==> config.mk <==
export PLATFORM = sky130hd
export DESIGN_NAME = amstrad_mem_arbiter
export DESIGN_NICKNAME = d
export VERILOG_FILES = /design/src/rtl/amstrad_mem_arbiter.sv
export SDC_FILE = /design/constraint.sdc
export NUM_CORES = 1
export LEC_CHECK = 0
export CORE_MARGIN = 3
export CORE_UTILIZATION = 40
export DETAILED_ROUTE_END_ITERATION = 16
export PLACE_DENSITY = 0.72
export SYNTH_ARGS = -nofsm -noshare
export SYNTH_HDL_FRONTEND = slang
export SYNTH_SLANG_ARGS = --single-unit
==> constraint.sdc <==
create_clock -name i_clk -period 6.1 [get_ports i_clk]
set_clock_uncertainty 0.05 [all_clocks]
set_input_delay 0.915 -clock i_clk [delete_from_list [all_inputs] [get_ports i_clk]]
set_output_delay 0.915 -clock i_clk [all_outputs]
set_load 0.02 [all_outputs]
==> src/rtl/amstrad_mem_arbiter.sv <==
`default_nettype none
// ============================================================================
// Module   : amstrad_mem_arbiter
// Purpose  : Shares one 16-bit RAM port between video fetch, Z80 bus and the
//            ROM/snapshot loader with fixed priority video > CPU > loader.
//            Build macro LOADER_HOLD_EN: while i_loader_active is high, CPU
//            grants are withheld and the loader ranks above the CPU.
// Revision : 1.0 - initial release
// ============================================================================
module amstrad_mem_arbiter #(
  parameter logic [21:0] VID_BASE = 22'd0
) (
  input  logic        i_clk,
  input  logic        i_reset,
  input  logic        i_vid_req,
  input  logic [14:0] i_vid_addr,
  output logic [15:0] o_vid_data,
  output logic        o_vid_valid,
  output logic        o_vid_overrun,
  input  logic        i_cpu_rd,
  input  logic        i_cpu_wr,
  input  logic [22:0] i_cpu_addr,
  input  logic [7:0]  i_cpu_wdata,
  output logic [7:0]  o_cpu_rdata,
  output logic        o_cpu_done,
  input  logic        i_ld_wr,
  input  logic [22:0] i_ld_addr,
  input  logic [7:0]  i_ld_wdata,
  output logic        o_ld_done,
  output logic        o_mem_req,
  output logic        o_mem_we,
  output logic [21:0] o_mem_addr,
  output logic [1:0]  o_mem_be,
  output logic [15:0] o_mem_wdata,
  input  logic [15:0] i_mem_rdata,
  input  logic        i_mem_ack,
  input  logic        i_loader_active
);

  localparam logic [1:0] S_IDLE = 2'd0;
  localparam logic [1:0] S_VID  = 2'd1;
  localparam logic [1:0] S_CPU  = 2'd2;
  localparam logic [1:0] S_LD   = 2'd3;

  logic [1:0]  r_state;

  logic        r_vpend;
  logic [14:0] r_vaddr;
  logic        r_overrun;

  logic        r_cpu_strb_q;
  logic        r_cpend;
  logic        r_cwe;
  logic [22:0] r_caddr;
  logic [7:0]  r_cwdata;

  logic        r_lpend;
  logic [22:0] r_laddr;
  logic [7:0]  r_lwdata;

  logic        r_mem_req;
  logic        r_mem_we;
  logic [21:0] r_mem_addr;
  logic [1:0]  r_mem_be;
  logic [15:0] r_mem_wdata;
  logic        r_sel_hi;

  logic [15:0] r_vid_data;
  logic        r_vid_valid;
  logic [7:0]  r_cpu_rdata;
  logic        r_cpu_done;
  logic        r_ld_done;

  logic        w_cpu_strb;
  logic        w_cpu_edge;
  logic [1:0]  w_grant;
  logic        w_nxt_we;
  logic [21:0] w_nxt_addr;
  logic [1:0]  w_nxt_be;
  logic [15:0] w_nxt_wdata;
  logic        w_nxt_hi;

  assign w_cpu_strb = i_cpu_rd | i_cpu_wr;
  assign w_cpu_edge = w_cpu_strb & ~r_cpu_strb_q;

  // Grant decision is only ever non-idle while the port is free.
  always_comb begin
    w_grant = S_IDLE;
    if (r_state == S_IDLE) begin
`ifdef LOADER_HOLD_EN
      if (r_vpend) begin
        w_grant = S_VID;
      end else if (i_loader_active) begin
        if (r_lpend) begin
          w_grant = S_LD;
        end
      end else if (r_cpend) begin
        w_grant = S_CPU;
      end else if (r_lpend) begin
        w_grant = S_LD;
      end
`else
      if (r_vpend) begin
        w_grant = S_VID;
      end else if (r_cpend) begin
        w_grant = S_CPU;
      end else if (r_lpend) begin
        w_grant = S_LD;
      end
`endif
    end
  end

`ifndef LOADER_HOLD_EN
  logic w_unused_loader_active;
  assign w_unused_loader_active = i_loader_active;
`endif

  always_comb begin
    w_nxt_we    = 1'b0;
    w_nxt_addr  = 22'd0;
    w_nxt_be    = 2'b00;
    w_nxt_wdata = 16'd0;
    w_nxt_hi    = 1'b0;
    case (w_grant)
      S_VID: begin
        w_nxt_addr = VID_BASE + {7'd0, r_vaddr};
      end
      S_CPU: begin
        w_nxt_we   = r_cwe;
        w_nxt_addr = r_caddr[22:1];
        w_nxt_hi   = r_caddr[0];
        if (r_cwe) begin
          w_nxt_be    = r_caddr[0] ? 2'b10 : 2'b01;
          w_nxt_wdata = {r_cwdata, r_cwdata};
        end
      end
      S_LD: begin
        w_nxt_we    = 1'b1;
        w_nxt_addr  = r_laddr[22:1];
        w_nxt_hi    = r_laddr[0];
        w_nxt_be    = r_laddr[0] ? 2'b10 : 2'b01;
        w_nxt_wdata = {r_lwdata, r_lwdata};
      end
      default: begin
      end
    endcase
  end

  // A new request in the grant cycle wins over the clear so it is not lost.
  always_ff @(posedge i_clk or posedge i_reset) begin
    if (i_reset) begin
      r_vpend   <= 1'b0;
      r_vaddr   <= 15'd0;
      r_overrun <= 1'b0;
    end else begin
      if (i_vid_req) begin
        r_vpend <= 1'b1;
        r_vaddr <= i_vid_addr;
        if (r_vpend) begin
          r_overrun <= 1'b1;
        end
      end else if (w_grant == S_VID) begin
        r_vpend <= 1'b0;
      end
    end
  end

  always_ff @(posedge i_clk or posedge i_reset) begin
    if (i_reset) begin
      r_cpu_strb_q <= 1'b0;
      r_cpend      <= 1'b0;
      r_cwe        <= 1'b0;
      r_caddr      <= 23'd0;
      r_cwdata     <= 8'd0;
    end else begin
      r_cpu_strb_q <= w_cpu_strb;
      if (w_cpu_edge) begin
        r_cpend  <= 1'b1;
        r_cwe    <= i_cpu_wr;
        r_caddr  <= i_cpu_addr;
        r_cwdata <= i_cpu_wdata;
      end else if (w_grant == S_CPU) begin
        r_cpend <= 1'b0;
      end
    end
  end

  always_ff @(posedge i_clk or posedge i_reset) begin
    if (i_reset) begin
      r_lpend  <= 1'b0;
      r_laddr  <= 23'd0;
      r_lwdata <= 8'd0;
    end else begin
      if (i_ld_wr) begin
        r_lpend  <= 1'b1;
        r_laddr  <= i_ld_addr;
        r_lwdata <= i_ld_wdata;
      end else if (w_grant == S_LD) begin
        r_lpend <= 1'b0;
      end
    end
  end

  always_ff @(posedge i_clk or posedge i_reset) begin
    if (i_reset) begin
      r_state     <= S_IDLE;
      r_mem_req   <= 1'b0;
      r_mem_we    <= 1'b0;
      r_mem_addr  <= 22'd0;
      r_mem_be    <= 2'b00;
      r_mem_wdata <= 16'd0;
      r_sel_hi    <= 1'b0;
      r_vid_data  <= 16'd0;
      r_vid_valid <= 1'b0;
      r_cpu_rdata <= 8'd0;
      r_cpu_done  <= 1'b0;
      r_ld_done   <= 1'b0;
    end else begin
      r_vid_valid <= 1'b0;
      r_cpu_done  <= 1'b0;
      r_ld_done   <= 1'b0;
      if (r_state == S_IDLE) begin
        if (w_grant != S_IDLE) begin
          r_state     <= w_grant;
          r_mem_req   <= 1'b1;
          r_mem_we    <= w_nxt_we;
          r_mem_addr  <= w_nxt_addr;
          r_mem_be    <= w_nxt_be;
          r_mem_wdata <= w_nxt_wdata;
          r_sel_hi    <= w_nxt_hi;
        end
      end else if (i_mem_ack) begin
        r_state   <= S_IDLE;
        r_mem_req <= 1'b0;
        case (r_state)
          S_VID: begin
            r_vid_data  <= i_mem_rdata;
            r_vid_valid <= 1'b1;
          end
          S_CPU: begin
            r_cpu_done <= 1'b1;
            if (!r_mem_we) begin
              r_cpu_rdata <= r_sel_hi ? i_mem_rdata[15:8] : i_mem_rdata[7:0];
            end
          end
          S_LD: begin
            r_ld_done <= 1'b1;
          end
          default: begin
          end
        endcase
      end
    end
  end

  assign o_vid_data    = r_vid_data;
  assign o_vid_valid   = r_vid_valid;
  assign o_vid_overrun = r_overrun;
  assign o_cpu_rdata   = r_cpu_rdata;
  assign o_cpu_done    = r_cpu_done;
  assign o_ld_done     = r_ld_done;
  assign o_mem_req     = r_mem_req;
  assign o_mem_we      = r_mem_we;
  assign o_mem_addr    = r_mem_addr;
  assign o_mem_be      = r_mem_be;
  assign o_mem_wdata   = r_mem_wdata;

endmodule
`default_nettype wire

==> reports/results.ini <==
[critical_path]
r2r-end=o_mem_addr[5]$_DFFE_PP0P_
crit_chain=clkdlybuf4s50_1, or2_2, nand2b_2, mux2_2
critical-path-top-delay-family=simple AND/OR/NAND/NOR gates
path_class=input pin to register
critical_path.max_fanout=33
slowest_stage=nand2b_2
slowest_delay_ns=0.65
worstPathRequired_ns=6.35
arrival_ns=2.75
reg2regPathDepth=3
startpoint_type=input pin
timing.critical_path.buf_inv=1
r2r_slack_ns=3.66
reg2reg_from=r_vpend$_DFFE_PP0P_
crit_path_end_kind=register

[min_path]
hold_path_depth=1
hp-class=register to register
hold_path_end=o_mem_req$_DFFE_PP0P_
min_from=o_mem_req$_DFFE_PP0P_

[cts]
ctsResizeCount=0
root_buffer=clkbuf_16
cts_sinks=147
cts_made_buffers=17
cts_hold_buf=0
clk_pin_slew_worst_paths_ns=0.06
cts_tree=done
cts_setup_buffers=0
htree_levels=4
clk_latency_ns=0.42
clockBufferDepth=2

[flow_run]
cap_viol_max_count=0

[timing]
period_needed_ns=2.50
setup_violations=0
fmax_ghz=0.400
fin_crit_sh_pct=41.0
fin_tns_setup_ns=0
max_slew_margin_pct=16.8
whs_ns=0.433
rsz0062_at_grt=no
hold_violations=0
slew_viol_final=0
tightest_slew_ns=1.24

[drt]
finalWirelength_um=15000
drt_iter0_drc=230
drt-vias-per-instance=5.35
drtPass1Iterations=4
vias=4237
drc=0
wl_per_cell_um=18.9
antenna_left=0

[logic_synthesis]
yosysSeqAreaShare_pct=60.5
ys_ff_latch=147
synth_area_leaders=dfrtp_1 (60%), mux2_2 (17%), a221oi_1 (2.2%), a2bb2oi_1 (2.2%), a21oi_1 (1.9%)
synth.distinct_cells=36
yosysWarnings=0
synthCells=444
synth_top_cell_by_area=dfrtp_1
synth-edff-count=0
synthesis.nets=545
netlist.area_leader.share_pct=60.5
avgSynthCellArea_sq_um=13.7
syn_area_sq_um=6080
synth_top_flop_cell=dfrtp_1
async_reset_ff_share_pct=100

[final_layout]
nFillCells=1164
instances_no_fill=792
multiInputGateArea_sq_um=2150
area_delta_synth_final_pct=38.5
seq_area_sq_um=3680
drive_gt1_share_pct=22.7
n_antenna_cell=0
fin_nets=696

[die]
core_region_area_sq_um=14700
die_h_um=129
fp-row-count=44
pin_count=171
dieArea_sq_um=16700
die_w_um=129
initial_utilization_pct=41.4

[grt]
grt_pass1_wl_um=23600
grt_use_total_pct=18.4
grt_pass1_vias=4442
antenna_found_initial=0
grt_max_degree=96
overflow=0

[outcome]
status=complete, no violations

[pwr]
ir_worst_vdd_mv=0.265
p_leak_nw=3.55
cellPowerDensity_nw_per_um2=485

[placement]
hpwl_um=10000
io_buffers=169
dp_cells=760
gp_congestion=0.772

## registers in the layout (all words and copies together) (netlist names), 2 cells and up
name and cells:
r_caddr 23, r_laddr 23, o_mem_addr 22, o_vid_data 16, r_vaddr 15, o_cpu_rdata 8
o_mem_wdata 8, r_cwdata 8, r_lwdata 8, o_mem_be 2, r_state 2
## cells in the mapped netlist (2+ instances only)
cell,count
a2bb2oi_1,15
or2_2,2
mux2i_1,8
o21ai_0,3
nor2_1,10
mux2_2,94
clkbuf_1,12
a221oi_1,15
buf_2,8
and3_1,11
buf_6,3
buf_4,12
dfrtp_1,147
a21oi_1,23
or2b_1,7
nand2b_1,9
a21o_1,4
a32oi_1,8
inv_1,6
buf_1,5
a221o_1,10
nand2_1,18
## logic make-up after synthesis
kind of cell           share of synthesized area, %
DFF                                            60.5
muxes                                          18.7
AOI/OAI and AO/OA                              10.3
and+or+nand+nor                                6.17
buffers and inverters                          4.36
## metal layers
layer,vias to the layer above,GRT usage (%),share of wire (%)
li1,1908,-,-
met1,2180,23.0,43
met2,133,30.4,49
met3,16,5.89,6.7
met4,0,6.24,1.3
met5,-,0,0
## cells in the final DEF, fill, tap and decap left out, types with 8 or more instances in the layout
| cell | instances |
|---|---|
| clkdlybuf4s50_1 | 168 |
| a21oi_1 | 23 |
| clkbuf_16 | 17 |
| a221o_1 | 10 |
| a2bb2oi_1 | 15 |
| nand2_1 | 18 |
| a221oi_1 | 15 |
| and3_1 | 11 |
| nor2_1 | 10 |
| dfrtp_1 | 147 |
| mux2_2 | 94 |
| nand2b_1 | 8 |
| mux2i_1 | 8 |
| a32oi_1 | 8 |
## cell type report
class | instances | share of cell area [%]
tap | 184 | 2.73
sequential | 147 | 43.7
clock inverter | 9 | 1.49
inverter | 6 | 0.327
clock buffer | 23 | 5.91
multi-input combinational | 250 | 25.5
timing repair buffer | 173 | 20.4
## stage by stage
stage	util, %	area, sq um	worst slack [ns]	power (mW)
after floorplan	-	6080	1.18	2.38
after global routing	57.3	8420	3.50	4.29
after CTS	57.3	8420	3.60	4.13
after global placement	53.1	7800	3.19	2.98
final	57.3	8420	3.60	4.08
after detailed placement	53.1	7800	3.15	3.02
## how the worst max path moves through the flow
stage | from | end | slack [ns] | cells after the start
finish | i_cpu_wr | r_caddr[4]$_DFFE_PP0P_ | 3.60 | 4
global route | i_reset | r_vaddr[1]$_DFFE_PP0P_ | 3.50 | 3
CTS | i_cpu_wr | r_caddr[4]$_DFFE_PP0P_ | 3.60 | 4
detailed placement | i_cpu_wr | r_caddr[4]$_DFFE_PP0P_ | 3.15 | 4
global placement | i_cpu_wr | r_caddr[6]$_DFFE_PP0P_ | 3.19 | 4
floorplan | i_reset | o_cpu_done$_DFF_PP0_ | 1.18 | 1
## power by group
part,internal [mW],total (mW),switching [mW]
Sequential,1.26,1.49,0.224
Combinational,0.770,1.51,0.739
Clock,0.695,1.09,0.391
Note: power is estimated with default switching activity, not from simulation.
